$ cat src/rtl/systolic_gemm_ctrl.sv
// rtl/systolic_gemm_ctrl.sv - sequencer for one output-stationary ROWS x COLS GEMM tile
//
// Ports:
//   clk, rst_n     clock, asynchronous active-low reset
//   start, k_len   job request (sampled in IDLE) and reduction depth
//   abort          synchronous abort, any state returns to IDLE
//   busy, done     job in progress (CLEAR..READ), one-cycle completion pulse
//   arr_clear      accumulator clear to every PE
//   buf_rd_en      operand buffer read strobe, buf_rd_k is the k-index read
//   acc_row_sel    result row driven onto the result bus
//   out_valid      result row valid, out_ready accepts it, out_last marks row ROWS-1
module systolic_gemm_ctrl #(
  parameter int ROWS   = 4,
  parameter int COLS   = 4,
  parameter int K_MAX  = 256,
  parameter int K_W    = $clog2(K_MAX + 1),
  parameter int RD_LAT = 1,
  parameter int ROW_W  = (ROWS > 1) ? $clog2(ROWS) : 1
) (
  input  logic             clk,
  input  logic             rst_n,
  input  logic             start,
  input  logic [K_W-1:0]   k_len,
  input  logic             abort,
  output logic             busy,
  output logic             done,
  output logic             arr_clear,
  output logic             buf_rd_en,
  output logic [K_W-1:0]   buf_rd_k,
  output logic [ROW_W-1:0] acc_row_sel,
  output logic             out_valid,
  input  logic             out_ready,
  output logic             out_last
);

  // Last operand needs RD_LAT to leave the buffer, ROWS-1 row skew plus
  // COLS-1 column hops to reach the far corner PE, and one more cycle for
  // that PE's accumulator register to capture it.
  localparam int DRAIN_CYC = RD_LAT + ROWS + COLS - 1;
  localparam int DR_W      = (DRAIN_CYC > 1) ? $clog2(DRAIN_CYC) : 1;

  localparam logic [K_W-1:0]   K_SAT    = K_W'(K_MAX);
  localparam logic [DR_W-1:0]  DR_LAST  = DR_W'(DRAIN_CYC - 1);
  localparam logic [ROW_W-1:0] ROW_LAST = ROW_W'(ROWS - 1);

  typedef enum logic [2:0] {
    S_IDLE,
    S_CLEAR,
    S_FEED,
    S_DRAIN,
    S_READ,
    S_DONE
  } state_t;

  state_t           state;
  state_t           state_nx;
  logic [K_W-1:0]   k_lat;
  logic [K_W-1:0]   k_cnt;
  logic [DR_W-1:0]  dr_cnt;
  logic [ROW_W-1:0] row_cnt;
  logic             k_last;
  logic             dr_last;
  logic             row_last;

  // k_lat is at least 1 whenever FEED is active, so k_lat-1 never underflows there.
  assign k_last   = (k_cnt == k_lat - K_W'(1));
  assign dr_last  = (dr_cnt == DR_LAST);
  assign row_last = (row_cnt == ROW_LAST);

  always_ff @(posedge clk or negedge rst_n) begin
    if (!rst_n) begin
      state   <= S_IDLE;
      k_lat   <= '0;
      k_cnt   <= '0;
      dr_cnt  <= '0;
      row_cnt <= '0;
    end else begin
      state <= state_nx;

      if (abort) begin
        k_lat <= '0;
      end else if (state == S_IDLE && start) begin
        k_lat <= (k_len > K_SAT) ? K_SAT : k_len;
      end

      // Each counter idles at zero outside its own state, so it starts
      // from zero on entry and holds its final value on the exit cycle.
      if (abort || state != S_FEED) begin
        k_cnt <= '0;
      end else if (!k_last) begin
        k_cnt <= k_cnt + K_W'(1);
      end

      if (abort || state != S_DRAIN) begin
        dr_cnt <= '0;
      end else if (!dr_last) begin
        dr_cnt <= dr_cnt + DR_W'(1);
      end

      if (abort || state != S_READ) begin
        row_cnt <= '0;
      end else if (out_ready && !row_last) begin
        row_cnt <= row_cnt + ROW_W'(1);
      end
    end
  end

  // Outputs decode only registered state and counters; out_ready steers
  // the next state but never feeds an output directly.
  always_comb begin
    state_nx    = state;
    busy        = 1'b0;
    done        = 1'b0;
    arr_clear   = 1'b0;
    buf_rd_en   = 1'b0;
    buf_rd_k    = '0;
    acc_row_sel = '0;
    out_valid   = 1'b0;
    out_last    = 1'b0;

    case (state)
      S_IDLE: begin
        if (start) state_nx = S_CLEAR;
      end
      S_CLEAR: begin
        busy      = 1'b1;
        arr_clear = 1'b1;
        state_nx  = (k_lat != '0) ? S_FEED : S_DRAIN;
      end
      S_FEED: begin
        busy      = 1'b1;
        buf_rd_en = 1'b1;
        buf_rd_k  = k_cnt;
        if (k_last) state_nx = S_DRAIN;
      end
      S_DRAIN: begin
        busy = 1'b1;
        if (dr_last) state_nx = S_READ;
      end
      S_READ: begin
        busy        = 1'b1;
        out_valid   = 1'b1;
        acc_row_sel = row_cnt;
        out_last    = row_last;
        if (out_ready && row_last) state_nx = S_DONE;
      end
      S_DONE: begin
        done     = 1'b1;
        state_nx = S_IDLE;
      end
      default: state_nx = S_IDLE;
    endcase

    if (abort) state_nx = S_IDLE;
  end

endmodule

$ cat config.mk
export PLATFORM = sky130hd
export DESIGN_NAME = systolic_gemm_ctrl
export DESIGN_NICKNAME = d
export VERILOG_FILES = /design/src/rtl/systolic_gemm_ctrl.sv
export SDC_FILE = /design/constraint.sdc
export NUM_CORES = 1
export LEC_CHECK = 0
export CORE_MARGIN = 2
export CORE_UTILIZATION = 30
export CTS_CLUSTER_SIZE = 12
export DETAILED_ROUTE_END_ITERATION = 6
export PLACE_DENSITY = 0.58
export SYNTH_ARGS = -nofsm -noshare
export SYNTH_HDL_FRONTEND = slang
export SYNTH_SLANG_ARGS = --single-unit
$ cat constraint.sdc
create_clock -name clk -period 2.9 [get_ports clk]
set_input_delay 0.58 -clock clk [delete_from_list [all_inputs] [get_ports clk]]
set_output_delay 0.58 -clock clk [all_outputs]
set_load 0.01 [all_outputs]
# Yosys cells after proc, flatten, opt, wreduce, memory -nomap -nowiden
# Cells that the tools add are included.
dict set report classes {
  n_addsub 4
  n_mul 0
  n_div 0
  magnitude_cmp 1
  n_eq_ne 17
  n_shift 0
  mux 24
  bitwise 0
  n_reduce_logical 13
}
# cell count
set ops {}
lappend ops {{$mux 9} 6}
lappend ops {{$mux 3} 7}
lappend ops {{$ne 3x3->1 const B} 5}
lappend ops {{$pmux 3 s5} 1}
lappend ops {{$add 9x1->9 const B} 1}
lappend ops {{$eq 3x3->1 const B} 3}
lappend ops {{$eq 9x9->1} 1}
lappend ops {{$gt 9x9->1 const B} 1}
lappend ops {{$reduce_bool 9->1} 1}
lappend ops {{$sub 9x1->9 const B} 1}
lappend ops {{$mux 1} 7}
lappend ops {{$eq 3x2->1 const B} 2}
lappend ops {{$mux 2} 3}
lappend ops {{$ne 3x2->1 const B} 2}
lappend ops {{$ne 2x1->1 const B} 2}
lappend ops {{$reduce_and 4->1} 1}
lappend ops {{$reduce_bool 2->1} 2}
lappend ops {{$reduce_or 4->1} 1}
lappend ops {{$add 3x1->3 const B} 1}
lappend ops {{$eq 3x1->1 const B} 1}
lappend ops {{$logic_and 1x1->1} 3}
lappend ops {{$logic_not 3->1} 1}
lappend ops {{$logic_or 1x1->1} 3}
lappend ops {{$add 2x1->2 const B} 1}
lappend ops {{other kinds (2)} 2}
dict set report totals {
  ff_bits 26
  latch_bits 0
  ram_bits 0
  rom_bits 0
  input_bits 14
  out_inout_bits 17
  elab_cells 64
  memories 0
}

# Logic depth before layout (Yosys ltp)
# Gate-level depths: netlist of run 1.
dict set report depth {
  word_depth 5
  mapped_depth 9
  ltp_nobuf 8
}

# Least setup slack after synthesis of run 1
# OpenSTA, ideal clock, no wires.
dict set report synth_timing {
  path_kind {reg2reg}
  startpoint {reg k_lat[3]}
  endpoint {reg k_cnt[3]}
  setup_ns 0.120
  arrival_ns 2.116
  t_required_ns 2.780
  path_slack_ns 0.664
  stages_incl_launch_ff 7
  path_buffers 1
  synth_period_minus_slack_ns 2.236
  path_cell_list {dfrtp_1 > or4_4 > or4b_4 > a21oi_2 > o211ai_2 > buf_6 > a31o_1}
}
dict set report synth_via {
  elab_chain_len 3
}
# item line
set synth_lines {}
lappend synth_lines {{from (decl)} 57} ;# logic [K_W-1:0] k_lat;
lappend synth_lines {{from (signal assigned)} 83} ;# k_lat <= (k_len > K_SAT) ? K_SAT : k_len;
lappend synth_lines {{$sub 9x1->9} 66} ;# assign k_last = (k_cnt == k_lat - K_W'(1));
lappend synth_lines {{$eq 9x9->1} 66}
lappend synth_lines {{$ne 2x1->1 (no line)} --}
lappend synth_lines {{to (signal assigned)} 91} ;# k_cnt <= k_cnt + K_W'(1);
lappend synth_lines {{to (decl)} 58} ;# logic [K_W-1:0] k_cnt;
# Every way passes these cells.
# A chain may end at the register's enable or synchronous reset.

# Worst setup path in the final report of run 1
dict set report layout_timing {
  startpoint {reg k_lat[2]}
  endpoint {reg k_cnt[7]}
}
# Same word-level chain as after synthesis.

==> flow_metrics.env, run 1 <==
export IMPL_leakage_nw=0.981
export IMPL_yosysSeqAreaShare_pct=37.6
export IMPL_grt_pass1_vias=1390
export IMPL_drv_slew=0
export IMPL_cts_htree_levels=1
export IMPL_final_cell_mix="clkdlybuf4s50_1, dfrtp_1, nor2_1, nand2_1, and2_1"
export IMPL_nets=234
export IMPL_avgSynthCellArea_sq_um=9.41
export IMPL_synth_cell_type_count=47
export IMPL_grt_max_degree=27
export IMPL_drt_iter0_markers=87
export IMPL_cts_tree="built"
export IMPL_p_sw_w=0.000264
export IMPL_worstPathRequired_ps=3070
export IMPL_worstPathArrival_ps=2750
export IMPL_grt_overflow=0
export IMPL_dp_hpwl_mm=2.69
export IMPL_syn2layout_area_growth_pct=25.9
export IMPL_power_internal_w=0.000685
export IMPL_synth_top_area_cell="dfrtp_1"
export IMPL_remaining_drc_errors=0
export IMPL_synth_warnings=0
export IMPL_ios=31
export IMPL_crit_type="flop to flop"
export IMPL_grt_busiest_layer="met2"
export IMPL_grt_pass1_wl_mm=6.60
export IMPL_antenna_found_initial=0
export IMPL_clock_path_buffers=2
export IMPL_clock_skew_ps=5.20
export IMPL_clk_pin_slew_ps=100
export IMPL_final_common_cell="clkdlybuf4s50_1"
export IMPL_clock_sinks=26
export IMPL_crit_path_end_kind="flop"
export IMPL_period_share_pct=88.9
export IMPL_ys_ff_latch=26
export IMPL_syn_cell_area_sq_mm=0.00173
export IMPL_drive_above_1_share_pct=12.1
export IMPL_antenna_left=0
export IMPL_rsz0062_at_grt="no"
export IMPL_initial_core_util_pct=31.3
export IMPL_p_sw_share_pct=27.8
export IMPL_wl_mm=3.80
export IMPL_place_port_buffers=30
export IMPL_rows=27
export IMPL_crit_buf_inv=0
export IMPL_use_met1_pct=18.8
export IMPL_cts_setup_buffers=0
export IMPL_slew_headroom_pct=55.6
export IMPL_final_setup_tns_ps=0
export IMPL_worst_pin_slew_ps=665
export IMPL_synth_nets=203
export IMPL_coreArea_sq_mm=0.00554
export IMPL_antenna_cells=0
export IMPL_synth_edf_count=0
export IMPL_fillers=575
export IMPL_setup_viol=0
export IMPL_place_congestion=0.740
export IMPL_regArea_sq_um=651
export IMPL_numCtsBuffers=3
export IMPL_synth_cells=184
export IMPL_first_pass_iters=4
export IMPL_hold_viol_final=0
export IMPL_placed_cell_area_sq_mm=0.00211
export IMPL_vias_per_cell=4.92
export IMPL_clock_root_buffer="clkbuf_8"
export IMPL_pwr_share_comb_pct=24.1
export IMPL_dieArea_sq_mm=0.00640
export IMPL_holdBufCountCts=0
export IMPL_power_density_mw_per_mm2=435
export IMPL_synth_main_ff_cell="dfrtp_1"
export IMPL_final_min_clock_period_ps=2580
export IMPL_min_path_type="flop to flop"
export IMPL_synth_async_reset_ratio_pct=100
export IMPL_power_frac_clock_pct=32.3
export IMPL_cp_top_family="compound AO/OA/AOI/OAI gates"
export IMPL_pwr_share_seq_pct=43.6
export IMPL_clock_latency_ps=270
export IMPL_die_width_um=80.0
export IMPL_wl_per_cell_um=13.3
export IMPL_fp_dieH_um=80.0
export IMPL_finalInstanceArea_sq_mm=0.00218
export IMPL_critPathMaxStageDelay_ps=570
export IMPL_critical_path_slowest_cell="or4_4"
export IMPL_multiInputGateArea_sq_mm=0.00101
export IMPL_cp_max_fo=14
export IMPL_outcome="finished clean"
export IMPL_gr_usage_met2_pct=19.6
export IMPL_path_cells="or4_4 -> o211a_1 -> a311o_1 -> o211ai_2 -> nand4_1 -> mux2i_1"
export IMPL_max_freq_mhz=388
export IMPL_cts_repair_resized=0
export IMPL_met3_usage_pct=2.71
export IMPL_ys_top_cells_by_area="dfrtp_1, mux2i_1, ha_1"
export IMPL_track_usage_pct=12.9
export IMPL_cap_violations=0
export IMPL_via_count=1406
export IMPL_peakVddDrop_mv=0.339
export IMPL_netlist_area_leader_share_pct=37.6
export IMPL_start_kind="flop"
registers in the layout, indices dropped and copies added (netlist names):
name,flops
dr_cnt,3
k_cnt,9
k_lat,9
row_cnt,2
state,3
layout make-up:
cell class,count,area share (%)
Clock buffer,3,1.89
Clock inverter,1,1.38
Inverter,4,0.689
Multi-Input combinational cell,144,46.2
Sequential cell,26,29.9
Tap cell,72,4.13
Timing Repair Buffer,36,15.8
per-layer routing:
metal  part of all wire, %  wire length [um]
met4                  0.92                35
met2                    43              1640
met1                    52              1980
met3                   3.8               144
met5                     0                 0
synthesized netlist by cell type (2+ instances only):
master,n
nor4_1,4
ha_1,5
nor2_1,16
xnor2_1,7
inv_1,4
and2_1,9
nor3b_1,3
and3_1,7
buf_6,2
xor2_1,5
buf_2,2
dfrtp_1,26
nor2b_1,4
nor3_1,4
mux2i_1,7
nand4_1,5
nand2b_1,7
a31o_1,3
and3b_1,2
a22o_1,7
nand3_1,4
a21oi_1,4
nand2_1,13
o21ai_0,4
clkbuf_1,5
a21oi_2,4
power by group through the flow:
stage	combinational (W)	sequential, W	clock [W]
2_1_floorplan	0.000163	0.000400	0
3_3_place_gp	0.000229	0.000421	0
3_5_place_dp	0.000230	0.000421	0
4_1_cts	0.000231	0.000414	0.000318
5_1_grt	0.000256	0.000419	0.000335
6_report	0.000229	0.000414	0.000306
tightest hold or removal path, delay by kind of cell (launching register included):
kind             cells  cell delay (ps)
muxes                1               70
and+or+nand+nor      1               80
DFF                  1              360
path summary, 6_finish.rpt:
| path | from | slack (ps) | depth (start not counted) | endpoint |
|---|---|---|---|---|
| worst max-delay path | k_lat[2]$_DFFE_PN0P_ | 320 | 6 | k_cnt[7]$_DFFE_PN0P_ |
| worst min-delay path | dr_cnt[1]$_DFFE_PN0P_ | 550 | 2 | dr_cnt[1]$_DFFE_PN0P_ |
| worst min register to register | dr_cnt[1]$_DFFE_PN0P_ | 550 | 2 | dr_cnt[1]$_DFFE_PN0P_ |
| max in group asynchronous | rst_n | 1970 | 2 | k_cnt[6]$_DFFE_PN0P_ |
| min in group asynchronous | rst_n | 670 | 2 | k_lat[7]$_DFFE_PN0P_ |
| worst max register to register | k_lat[2]$_DFFE_PN0P_ | 320 | 6 | k_cnt[7]$_DFFE_PN0P_ |
through the flow:
step	utilization (%)	power [W]	setup WS (ps)	cells	hold slack (ps)
finish	39.3	0.000948	322	286	546
global route	39.3	0.00101	173	286	601
CTS	39.3	0.000963	327	286	547
detailed placement	38.1	0.000651	342	282	526
global placement	38.1	0.000649	365	282	519
floorplan	-	0.000563	664	184	284
kinds of logic after synthesis:
logic type / count (synthesis) / synth area share (%)
adders and majority gates: 5 / 3.61
DFF: 26 / 37.6
xor gates and xnor gates: 12 / 6.07
muxes: 7 / 4.05
buffers and inverters: 14 / 4.26
and+or+nand+nor: 87 / 29.0
AOI/OAI and AO/OA: 33 / 15.5
Note: power is estimated with default switching activity, not from simulation.
==> inputs of run 2 (changes only) <==
--- a/config.mk
+++ b/config.mk
@@ -10,6 +10,7 @@
 export CTS_CLUSTER_SIZE = 12
 export DETAILED_ROUTE_END_ITERATION = 6
 export PLACE_DENSITY = 0.58
+export SETUP_SLACK_MARGIN = 0.4
 export SYNTH_ARGS = -nofsm -noshare
 export SYNTH_HDL_FRONTEND = slang
 export SYNTH_SLANG_ARGS = --single-unit
==> run 2 against run 1 <==
  * Die area unchanged
  * Setup slack improved by 120 ps
  * Critical endpoint is now buf_rd_k[8]
  * Register-to-register slack better by 180 ps
  * Power up 3.7%
  * Sequential share of layout area down 0.75 points
  * Largest power group unchanged
  * Core utilization is 1.2 points higher
  * Final cell count is 1.0% higher
  * Worst hold slack worse by 5.4 ps
==> flow_metrics.env, run 2 (synthesis gave the netlist of run 1 again) <==
export IMPL_outcome="finished clean"
export IMPL_setup_slack_ps=444
export IMPL_r2r_end="k_cnt[2]$_DFFE_PN0P_"
export IMPL_syn2layout_area_growth_pct=29.6
export IMPL_holdBufCountCts=0
export IMPL_nets=237
export IMPL_placed_cells=282
export IMPL_clock_sinks=26
export IMPL_remaining_drc_errors=0
export IMPL_grt_pass1_wl_mm=6.67
export IMPL_fillers=572
export IMPL_clock_latency_ps=270
export IMPL_worstRegToRegCells=5
export IMPL_holdCritStartpoint="dr_cnt[1]$_DFFE_PN0P_"
export IMPL_final_cell_mix="clkdlybuf4s50_1, dfrtp_1, nor2_1, nand2_1, and2_1"
export IMPL_antenna_cells=0
export IMPL_clock_path_buffers=2
export IMPL_peakVddDrop_mv=0.338
export IMPL_min_delay_worst_endpoint="dr_cnt[1]$_DFFE_PN0P_"
export IMPL_critical_path_slowest_cell="clkdlybuf4s50_1"
export IMPL_rr_startpoint="k_lat[2]$_DFFE_PN0P_"
export IMPL_wl_per_cell_um=13.8
export IMPL_dieArea_sq_mm=0.00640
export IMPL_setup_viol=0
export IMPL_cp_max_fo=9
export IMPL_start_kind="flop"
export IMPL_crit_type="flop to primary output"
export IMPL_top_regs="k_cnt: 9 flops, k_lat: 9 flops"
export IMPL_rsz0062_at_grt="yes"
export IMPL_initial_core_util_pct=31.3
export IMPL_coreArea_sq_mm=0.00554
export IMPL_clk_pin_slew_ps=90
export IMPL_critPathMaxStageDelay_ps=540
export IMPL_drv_slew=0
export IMPL_worstPathArrival_ps=1880
export IMPL_vias_per_cell=4.94
export IMPL_r2r_slack_ps=500
export IMPL_place_ws_ps=342
export IMPL_fp_dieH_um=80.0
export IMPL_antenna_left=0
export IMPL_grt_max_degree=27
export IMPL_crit_path_end_kind="primary output"
export IMPL_rows=27
export IMPL_slew_headroom_pct=63.0
export IMPL_wl_mm=4.00
export IMPL_cts_htree_levels=1
export IMPL_clock_skew_ps=3.19
export IMPL_grt_pass1_vias=1399
export IMPL_clock_root_buffer="clkbuf_8"
export IMPL_ios=31
export IMPL_max_freq_mhz=407
export IMPL_place_congestion=0.740
export IMPL_path_cells="nor3b_4 -> buf_4 -> and2_1 -> clkdlybuf4s50_1"
export IMPL_antenna_found_initial=0
export IMPL_via_count=1427
export IMPL_drive_above_1_share_pct=15.2
export IMPL_finalNonFillerCells=289
export IMPL_final_common_cell="clkdlybuf4s50_1"
export IMPL_track_usage_pct=13.0
export IMPL_final_core_util_pct=40.5
export IMPL_final_min_clock_period_ps=2460
export IMPL_min_path_type="flop to flop"
export IMPL_dp_hpwl_mm=2.69
export IMPL_grt_overflow=0
export IMPL_total_power_w=0.000983
export IMPL_final_setup_tns_ps=0
export IMPL_hold_viol_final=0
export IMPL_drt_iter0_markers=104
export IMPL_leakage_nw=1.00
export IMPL_cts_tree="built"
export IMPL_die_width_um=80.0
export IMPL_cap_violations=0
export IMPL_power_density_mw_per_mm2=438
export IMPL_period_share_pct=84.7
export IMPL_first_pass_iters=4
export IMPL_numCtsBuffers=3
export IMPL_worstPathRequired_ps=2320
export IMPL_worst_pin_slew_ps=552
export IMPL_min_path_cells=2
export IMPL_place_port_buffers=30
==> run 2: changes by cell type in the layout (fill, tap and decap cells not counted), sizes merged <==
| cell | before | now |
|---|---|---|
| buf | 6 | 8 |
| o211ai | 2 | 3 |
==> run 2: critical path, delay by kind of cell, from the launching register on <==
| kind | cells | cell delay [ps] |
|---|---|---|
| buffers and inverters | 2 | 720 |
| flip-flops | 1 | 470 |
| AND/OR/NAND/NOR | 2 | 420 |
==> run 2: final cells by class <==
class | count | area, sq um | share of cell area (%)
multi-input combinational | 145 | 1060 | 47.1
sequential | 26 | 653 | 29.1
timing repair buffer | 38 | 358 | 15.9
tap | 72 | 90.1 | 4.01
clock buffer | 3 | 41.3 | 1.84
clock inverter | 1 | 30.0 | 1.34
inverter | 4 | 15.0 | 0.669
==> run 2: power breakdown <==
group	internal (W)	total (W)	switching (W)
logic	0.000131	0.000258	0.000127
registers	0.000381	0.000417	0.0000356
clock network	0.000185	0.000308	0.000123
==> run 2: repair_timing <==
| action | 4_1_cts | 5_1_grt |
|---|---|---|
| cloned | 0 | 2 |
| endpoints found under the setup margin | 9 | 19 |
| buffers inserted | 0 | 1 |
| resized for setup | 2 | 6 |
==> run 2: metrics by stage <==
stage	hold WS, ps	area [sq um]
after global placement	519	2110
final	541	2240
after detailed placement	526	2110
after CTS	547	2190
after floorplan	284	1730
after global routing	600	2240
==> run 2: how the worst max path moves through the flow <==
stage / startpoint / to / slack (ps) / depth (start not counted)
6_report: state[1]$_DFFE_PN0P_ / buf_rd_k[8] / 440 / 4
5_1_grt: state[0]$_DFFE_PN0P_ / buf_rd_k[8] / 380 / 4
2_1_floorplan: k_lat[3]$_DFFE_PN0P_ / k_cnt[3]$_DFFE_PN0P_ / 660 / 6
3_3_place_gp: k_lat[2]$_DFFE_PN0P_ / k_cnt[8]$_DFFE_PN0P_ / 360 / 6
3_5_place_dp: k_lat[3]$_DFFE_PN0P_ / k_cnt[8]$_DFFE_PN0P_ / 340 / 6
4_1_cts: state[0]$_DFFE_PN0P_ / buf_rd_k[8] / 420 / 4
==> run 2: layer usage <==
layer	routed length, um	track usage, %	share of wire, %	up-vias
li1	-	-	-	733
met1	2090	19.1	52	662
met2	1750	20.2	44	30
met3	144	2.71	3.6	2
met4	13	1.69	0.33	0
met5	0	0	0	-
